### src/rtl/apb_pkg.sv
// Shared types for the APB4 master: FSM state encoding, strobe-width helper
// and the held response record.
package apb_pkg;

  typedef enum logic [1:0] {IDLE, SETUP, ACCESS, RESP} apb_state_e;

  localparam int unsigned MAX_DATA_W = 32;

  function automatic int unsigned strb_w(input int unsigned data_w);
    return data_w / 8;
  endfunction

  typedef struct packed {
    logic [MAX_DATA_W-1:0] rdata;
    logic                  err;
    logic                  timeout;
  } apb_rsp_t;

endpackage

### src/rtl/apb_watchdog.sv
// ACCESS-phase watchdog: counts stalled cycles and flags the one that reaches TIMEOUT.
// TIMEOUT of 0 disables expiry entirely.
module apb_watchdog #(
  parameter int unsigned TIMEOUT = 16
) (
  input  logic PCLK,
  input  logic PRESET,
  input  logic clear,
  input  logic tick,
  output logic expired
);

  localparam int unsigned CNT_W = (TIMEOUT > 0) ? $clog2(TIMEOUT + 1) : 1;
  localparam logic [CNT_W-1:0] CNT_MAX  = CNT_W'(TIMEOUT);
  localparam logic [CNT_W-1:0] CNT_LAST = (TIMEOUT > 0) ? CNT_W'(TIMEOUT - 1) : '0;

  logic [CNT_W-1:0] cnt_q;

  // Saturates at TIMEOUT so a long stall can never wrap back to a small count.
  always_ff @(posedge PCLK) begin
    if (PRESET || clear) begin
      cnt_q <= '0;
    end else if (tick && (cnt_q != CNT_MAX)) begin
      cnt_q <= cnt_q + 1'b1;
    end
  end

  // Fires on the stalled cycle whose increment brings the count to TIMEOUT.
  assign expired = (TIMEOUT != 0) && tick && (cnt_q == CNT_LAST);

endmodule

### src/rtl/apb4_master_ctrl.sv
// APB4 master: converts valid/ready commands into SETUP/ACCESS transfers and
// returns each result on a held response channel, with a stall watchdog.
module apb4_master_ctrl
  import apb_pkg::*;
#(
  parameter int unsigned ADDR_W  = 32,
  parameter int unsigned DATA_W  = 32,
  parameter int unsigned TIMEOUT = 16,
  localparam int unsigned STRB_W = strb_w(DATA_W)
) (
  input  logic              PCLK,
  input  logic              PRESET,
  input  logic              cmd_valid,
  output logic              cmd_ready,
  input  logic              cmd_write,
  input  logic [ADDR_W-1:0] cmd_addr,
  input  logic [DATA_W-1:0] cmd_wdata,
  input  logic [STRB_W-1:0] cmd_strb,
  output logic              rsp_valid,
  input  logic              rsp_ready,
  output logic [DATA_W-1:0] rsp_rdata,
  output logic              rsp_err,
  output logic              rsp_timeout,
  output logic              PSEL,
  output logic              PENABLE,
  output logic              PWRITE,
  output logic [ADDR_W-1:0] PADDR,
  output logic [DATA_W-1:0] PWDATA,
  output logic [STRB_W-1:0] PSTRB,
  input  logic              PREADY,
  input  logic [DATA_W-1:0] PRDATA,
  input  logic              PSLVERR
);

  apb_state_e        state_q;
  logic              cmd_ready_q, rsp_valid_q;
  logic              psel_q, penable_q, pwrite_q;
  logic [ADDR_W-1:0] paddr_q;
  logic [DATA_W-1:0] pwdata_q;
  logic [STRB_W-1:0] pstrb_q;
  apb_rsp_t          rsp_q;
  logic              wd_expired;

  apb_watchdog #(
    .TIMEOUT(TIMEOUT)
  ) u_watchdog (
    .PCLK   (PCLK),
    .PRESET (PRESET),
    .clear  (state_q == SETUP),
    .tick   ((state_q == ACCESS) && !PREADY),
    .expired(wd_expired)
  );

  always_ff @(posedge PCLK) begin
    if (PRESET) begin
      state_q     <= IDLE;
      cmd_ready_q <= 1'b0;
      rsp_valid_q <= 1'b0;
      psel_q      <= 1'b0;
      penable_q   <= 1'b0;
      pwrite_q    <= 1'b0;
      paddr_q     <= '0;
      pwdata_q    <= '0;
      pstrb_q     <= '0;
      rsp_q       <= '0;
    end else begin
      unique case (state_q)
        IDLE: begin
          cmd_ready_q <= 1'b1;
          if (cmd_valid && cmd_ready_q) begin
            cmd_ready_q <= 1'b0;
            psel_q      <= 1'b1;
            pwrite_q    <= cmd_write;
            paddr_q     <= cmd_addr;
            pstrb_q     <= cmd_write ? cmd_strb : '0;
            // Reads leave PWDATA at its last value to avoid needless toggling.
            if (cmd_write) pwdata_q <= cmd_wdata;
            state_q     <= SETUP;
          end
        end
        SETUP: begin
          penable_q <= 1'b1;
          state_q   <= ACCESS;
        end
        ACCESS: begin
          if (PREADY) begin
            psel_q        <= 1'b0;
            penable_q     <= 1'b0;
            rsp_valid_q   <= 1'b1;
            rsp_q.rdata   <= pwrite_q ? '0 : MAX_DATA_W'(PRDATA);
            rsp_q.err     <= PSLVERR;
            rsp_q.timeout <= 1'b0;
            state_q       <= RESP;
          end else if (wd_expired) begin
            psel_q        <= 1'b0;
            penable_q     <= 1'b0;
            rsp_valid_q   <= 1'b1;
            rsp_q.rdata   <= '0;
            rsp_q.err     <= 1'b1;
            rsp_q.timeout <= 1'b1;
            state_q       <= RESP;
          end
        end
        RESP: begin
          if (rsp_ready) begin
            rsp_valid_q <= 1'b0;
            cmd_ready_q <= 1'b1;
            state_q     <= IDLE;
          end
        end
        default: state_q <= IDLE;
      endcase
    end
  end

  assign cmd_ready   = cmd_ready_q;
  assign rsp_valid   = rsp_valid_q;
  assign rsp_rdata   = rsp_q.rdata[DATA_W-1:0];
  assign rsp_err     = rsp_q.err;
  assign rsp_timeout = rsp_q.timeout;
  assign PSEL        = psel_q;
  assign PENABLE     = penable_q;
  assign PWRITE      = pwrite_q;
  assign PADDR       = paddr_q;
  assign PWDATA      = pwdata_q;
  assign PSTRB       = pstrb_q;

endmodule

### config.mk
export PLATFORM = sky130hd
export DESIGN_NAME = apb4_master_ctrl
export DESIGN_NICKNAME = d
export VERILOG_FILES = /design/src/rtl/apb_pkg.sv /design/src/rtl/apb_watchdog.sv /design/src/rtl/apb4_master_ctrl.sv
export SDC_FILE = /design/constraint.sdc
export NUM_CORES = 1
export LEC_CHECK = 0
export CAP_MARGIN = 20
export CORE_MARGIN = 1.5
export CORE_UTILIZATION = 38
export CTS_BUF_LIST = sky130_fd_sc_hd__clkbuf_2 sky130_fd_sc_hd__clkbuf_4 sky130_fd_sc_hd__clkbuf_8
export CTS_CLUSTER_DIAMETER = 30
export DETAILED_ROUTE_END_ITERATION = 12
export DONT_BUFFER_PORTS = 1
export RECOVER_POWER = 50
export SLEW_MARGIN = 0
export SYNTH_ARGS = -nofsm -noshare
export SYNTH_HDL_FRONTEND = slang
export SYNTH_HIERARCHICAL = 1
export SYNTH_SLANG_ARGS = --single-unit
export TNS_END_PERCENT = 5
### constraint.sdc
create_clock -name PCLK -period 2.45 [get_ports PCLK]
set_clock_uncertainty 0.1 [all_clocks]
set_input_delay 0.49 -clock PCLK [delete_from_list [all_inputs] [get_ports PCLK]]
set_output_delay 0.49 -clock PCLK [all_outputs]
set_load 0.03 [all_outputs]
* After elaboration in Yosys (flattened, before gate mapping)
Index checks and enable logic that the tools add are counted.
** Storage, ports and cells
- Register bits :: 114
- Input port bits :: 107
- Word-level logic and storage cells :: 63
** Cells by class
- Reductions and logical operators :: 20
- Add/subtract/negate cells :: 1
- Multiplexer cells :: 21
- Equality and inequality tests :: 8
** Operator list (number)
- $mux 34 :: 2
- $mux 32 :: 1
- $reduce_and 3->1 :: 4
- $reduce_bool 2->1 :: 5
- $mux 1 :: 8
- $mux 2 :: 4
- $pmux 1 s2 :: 4
- $pmux 2 s4 :: 1
- $reduce_and 2->1 :: 4
- $add 5x1->5 const B :: 1
- $eq 5x4->1 const B :: 1
- $ne 5x5->1 const B :: 1
- $eq 2x2->1 const B :: 2
- $logic_and 1x1->1 :: 4
- $mux 4 :: 1
- $ne 2x2->1 const B :: 2
- $ne 3x2->1 const B :: 1
- $eq 2x1->1 const B :: 1
- $logic_not 2->1 :: 1
- $logic_not 1->1 :: 1
- $logic_or 1x1->1 :: 1

* Logic depth before layout (Yosys ltp)
- Depth after elaboration :: 6
- Gate-level depth with buffers :: 10
- Mapped depth without buffers :: 8

* Modules after synthesis
The synthesis kept the hierarchy.
** Modules (own cells, without submodules)
- apb4_master_ctrl :: cells an instance 422, times used 1, area an instance 3852.4 µm², sequential area each 2182.1 µm²
- apb_watchdog :: cells an instance 31, times used 1, area an instance 286.5 µm², sequential area each 100.1 µm²

* Worst setup path before layout
Ideal clock, no wire load.
- Kind :: reg2reg
- Start :: reg state_q[0]
- End :: reg rsp_q (netlist bit rsp_rdata[10])
- Setup slack :: 431 ps
- Clock period less this slack :: 2019 ps
- Arrival :: 1802 ps
- Buffers on the path :: 2
- Cell stages (with the launch flop) :: 11
- Library setup time :: 117 ps
- Path through :: dfxtp_1 inv_1 ha_1 buf_6 inv_1 nor2_1 and2_1 o21a_2 nor2_2 buf_4 a22o_1
** On the way
- Word-level cells in the longest chain between the ends :: 5
** RTL lines
- start: declaration :: RTL line apb4_master_ctrl.sv:35 : apb_state_e state_q;
- start signal: assignment :: RTL line apb4_master_ctrl.sv:56 : state_q <= IDLE;
- start signal: assignment :: RTL line apb4_master_ctrl.sv:78 : state_q <= SETUP;
- start signal: assignment :: RTL line apb4_master_ctrl.sv:83 : state_q <= ACCESS;
- $eq 2x2->1 :: RTL line apb4_master_ctrl.sv:50 : .tick ((state_q == ACCESS) && !PREADY),
- $logic_and 1x1->1 :: RTL line apb4_master_ctrl.sv:50
- $logic_and 1x1->1 :: RTL line apb_watchdog.sv:29 : assign expired = (TIMEOUT != 0) && tick && (cnt_q == CNT_LAST);
- named net wd_expired :: RTL line apb4_master_ctrl.sv:42 : logic wd_expired;
- $reduce_bool 2->1 (no source line)
- $reduce_and 2->1 (no source line)
- end: declaration :: RTL line apb4_master_ctrl.sv:41 : apb_rsp_t rsp_q;
The timed path passes the listed nets, and every way through them passes these cells.
A chain may end at the register's enable or synchronous reset.

* Worst setup path in the final report
- Start :: reg u_watchdog.cnt_q[0]
- End :: reg rsp_q (netlist bit rsp_rdata[18])
** On the way
- Word-level cells in the longest chain between the ends :: 4
** RTL lines
- start: declaration :: RTL line apb_watchdog.sv:17 : logic [CNT_W-1:0] cnt_q;
- start signal: assignment :: RTL line apb_watchdog.sv:24 : cnt_q <= cnt_q + 1'b1;
- $eq 5x4->1 :: RTL line apb_watchdog.sv:29
- $logic_and 1x1->1 :: RTL line apb_watchdog.sv:29
- named net wd_expired :: RTL line apb4_master_ctrl.sv:42
- $reduce_bool 2->1 (no source line)
- $reduce_and 2->1 (no source line)
The timed path passes the listed nets, and every way through them passes these cells.

==> results.rst <==
.. list-table::
   :header-rows: 1

   * - Metric
     - Value
   * - Achievable clock frequency
     - 0.448 GHz
   * - Share of flip-flops with an asynchronous set or reset after synthesis
     - 0
   * - Ratio of cells with drive above 1 in the final layout
     - 0.113
   * - Fraction of post-synthesis cell area in the top cell type by area
     - 0.551
   * - Power consumption
     - about 0.0048 W
   * - Final hold vios
     - 0
   * - Seq/Total Area, Yosys
     - 0.551
   * - Post-placement cell area
     - about 4200 sq um
   * - Gate count of the mapped netlist
     - between 400 and 500
   * - Top cell type by total area after synthesis
     - sky130_fd_sc_hd__dfxtp_1
   * - Met3 usage in global routing
     - 0.0775
   * - Crit. End Element
     - flop
   * - Count of synthesis-stage warnings from yosys
     - 6
   * - Gp weighted congestion
     - 0.775
   * - Max-cap violation count
     - 0
   * - Chip height
     - 107 um
   * - Synthesized Nets
     - roughly 570
   * - Grt ovf
     - 0
   * - Standard-cell row count
     - 37
   * - Core area
     - 10500 sq um
   * - Maximum clock insertion buffer count
     - 2
   * - DR pass1 iterations
     - 4
   * - Switching power of the nets
     - 0.00169 W
   * - Residual antenna-violating net count after detailed routing
     - 0
   * - Synth top cells by count
     - 140 x sky130_fd_sc_hd__nand2_1, 114 x sky130_fd_sc_hd__dfxtp_1, 71 x sky130_fd_sc_hd__a21oi_1
   * - Worst endpoint required time
     - ~2.7 ns
   * - Number of instances on the worst hold path
     - 1
   * - Synthesis-stage register bit count
     - about 110
   * - Placed wire-length estimate after detailed placement
     - roughly 6.7 mm
   * - Worst Setup Slack, final
     - 0.220 ns
   * - Hold crit path type
     - in2reg
   * - End-of-flow core utilization
     - 0.438
   * - DRC marker count from the first detailed-route iteration
     - 183
   * - Sequential cell fraction of total power
     - 0.539
   * - Final Slew Violations
     - 0
   * - Area grow syn2layout
     - 10.7%
   * - Dominant synthesized flop cell
     - sky130_fd_sc_hd__dfxtp_1
   * - CTS tree
     - done
   * - Internal cell power
     - 0.00316 W
   * - Worst slack after detailed placement
     - -0.168 ns
   * - Clock power frac
     - 0.313
   * - Layout Cell Area excl Fill
     - 4580 sq um
   * - CTS sink count
     - 114
   * - Busiest layer in global routing
     - met2
   * - Clock tree root driver cell
     - sky130_fd_sc_hd__clkbuf_8
   * - Fillers
     - ~1000
   * - Global-route met1 utilization
     - 0.164
   * - Power density of the placed cells
     - 1060 nW/um^2
   * - Die W
     - 107 um
   * - Number of buffers created by CTS
     - 17
   * - H-tree depth
     - 4
   * - Largest voltage drop on the vdd net
     - 556 uV
   * - Initial core utilization
     - 0.396
   * - Arrival time reported for the critical path endpoint
     - 2.49 ns
   * - Cells taking the most area after synthesis
     - sky130_fd_sc_hd__dfxtp_1 55%, sky130_fd_sc_hd__nand2_1 13%, sky130_fd_sc_hd__a21oi_1 8.6%, sky130_fd_sc_hd__a22o_1 6.8%, sky130_fd_sc_hd__ha_1 2.7%
   * - Number of antenna violations at the first check in global routing
     - 0
   * - Flip-flop and latch area
     - roughly 2300 sq um
   * - EDFF count, synth
     - 0
   * - Global-route wire length before repair
     - 14.2 mm
   * - Post-route minimum period
     - 2.23 ns
   * - Detailed-route DRC error count
     - 0
   * - Average vias per placed instance
     - ~5.2
   * - RSZ-0062 raised after global routing
     - false
   * - Proportion of total power due to net switching
     - 0.348
   * - Part of the power in combinational logic
     - 0.148
   * - Clock insertion delay at the later pin of the skew report
     - 0.42 ns
   * - Outcome
     - finished clean
   * - Average instance area after synthesis
     - 9.14 sq um
   * - Pin count of the biggest net entering global routing
     - 82
   * - WL final
     - 9.53 mm
   * - Via count
     - between 3000 and 4000
   * - Met2 track utilization from global routing
     - 0.269
   * - Relative slew slack
     - 0.549
   * - Number of cells on the worst reg-to-reg path
     - 7
   * - Total global-route track usage
     - 0.161
   * - Total leakage power
     - 1.65 nW
   * - Die ar.
     - about 12000 sq um
   * - Maximum net fanout on the critical path
     - 32
   * - Critical path class
     - reg2reg
   * - Startpoint Class
     - flop
   * - Period Utilization, post-route
     - 0.910
   * - Port Buffer Count
     - 0
   * - Area of the multi-input gates
     - between 1500 and 2000 sq um
   * - Number of distinct standard cells referenced by the synthesized netlist
     - 42
   * - Vias in the first global route
     - 3013
   * - Diode count
     - 0
   * - Post-Syn Area
     - 4140 sq um
   * - Count leader, synth
     - sky130_fd_sc_hd__nand2_1
   * - Total Nets Final
     - 570
   * - Top Ports
     - ~210
   * - Total setup violations reported at the end of the flow
     - 0
   * - Clock transition at the registers of the reported paths
     - ~0.060 ns
   * - Slew at the pin closest to its max-slew limit
     - 0.674 ns
   * - Worst slack on hold paths
     - 0.0545 ns
   * - Avg WL per Cell
     - 15.8 um
-- stage by stage --
step	TNS (ns)	instances
final	0	603
after global routing	0	603
after CTS	0	603
after detailed placement	-5.04	570
after global placement	-2.58	570
after floorplan	0	453
-- path summary, 6_finish.rpt --
kind,startpoint,end,slack (ns)
min,PRESET,PENABLE,0.05
max,u_watchdog/cnt_q[0],rsp_rdata[18],0.22
max reg2reg,u_watchdog/cnt_q[0],rsp_rdata[18],0.22
min reg2reg,u_watchdog/cnt_q[0],u_watchdog/cnt_q[0],0.41
-- what timing repair did --
action,4_1_cts,5_1_grt
hold buffers,1,0
endpoints found under the setup margin,32,0
buffers inserted,0,0
hold endpoints to repair,1,0
resized for setup,1,0
-- cells by family after synthesis --
kind of cell,after synthesis,synth area share
simple gates,171,0.180
compound gates,115,0.179
flops,114,0.551
buf+inv,39,0.0502
fa+ha+maj,9,0.0272
mux,3,0.00756
xor+xnor,2,0.00423
-- sequential cells by signal (all words and copies together), names as in the netlist --
signal	cells
PADDR	32
state_q	2
PSEL	1
u_watchdog/cnt_q	5
rsp_err	1
rsp_valid	1
rsp_rdata	32
PSTRB	4
PENABLE	1
PWRITE	1
PWDATA	32
cmd_ready	1
rsp_timeout	1
-- routing by layer --
layer | vias up | routed length, um
met3 | 19 | 1100
li1 | 1540 | -
met2 | 160 | 4530
met4 | 0 | 240
met5 | - | 0
met1 | 1405 | 3660
-- worst max-delay path: stages (launching register included) --
cell	delay (ns)
sky130_fd_sc_hd__dfxtp_1	0.34
sky130_fd_sc_hd__ha_1	0.21
sky130_fd_sc_hd__and3_1	0.18
sky130_fd_sc_hd__ha_1	0.18
sky130_fd_sc_hd__and2_1	0.15
sky130_fd_sc_hd__o21a_2	0.23
sky130_fd_sc_hd__nor2_4	0.52
sky130_fd_sc_hd__a22o_1	0.25
-- area by class of cell --
| type | instances | share of cell area |
|---|---|---|
| multi-input cells | 300 | 0.360 |
| clock buffers | 23 | 0.0650 |
| clock inverters | 9 | 0.0126 |
| inverters | 8 | 0.00655 |
| flip-flops and latches | 114 | 0.498 |
| well taps | 136 | 0.0371 |
| repair buffers | 13 | 0.0210 |
-- cells in the final DEF, fill, tap and decap left out, types with 2 or more instances in the layout --
cell                         count
sky130_fd_sc_hd__mux2i_1         2
sky130_fd_sc_hd__clkbuf_8       20
sky130_fd_sc_hd__and3_1          2
sky130_fd_sc_hd__inv_1           8
sky130_fd_sc_hd__ha_1            9
sky130_fd_sc_hd__a22o_1         32
sky130_fd_sc_hd__nand3_1         5
sky130_fd_sc_hd__nand2_1       141
sky130_fd_sc_hd__nor3_1          2
sky130_fd_sc_hd__buf_4          11
sky130_fd_sc_hd__nor2_1          8
sky130_fd_sc_hd__clkinv_2        4
sky130_fd_sc_hd__clkinvlp_4      5
sky130_fd_sc_hd__clkbuf_4        3
sky130_fd_sc_hd__nand4_1         2
sky130_fd_sc_hd__dfxtp_1       114
sky130_fd_sc_hd__xor2_1          2
sky130_fd_sc_hd__nor2b_1         2
sky130_fd_sc_hd__a21oi_1        71
-- power groups by stage --
stage                     sequential [W]  combinational [W]  clock, W
after global routing             0.00264           0.000811   0.00167
after detailed placement         0.00266           0.000733         0
after floorplan                  0.00260           0.000635         0
after CTS                        0.00262           0.000738   0.00158
after global placement           0.00266           0.000704         0
final                            0.00261           0.000718   0.00152
(Power assumes the default switching activity.)
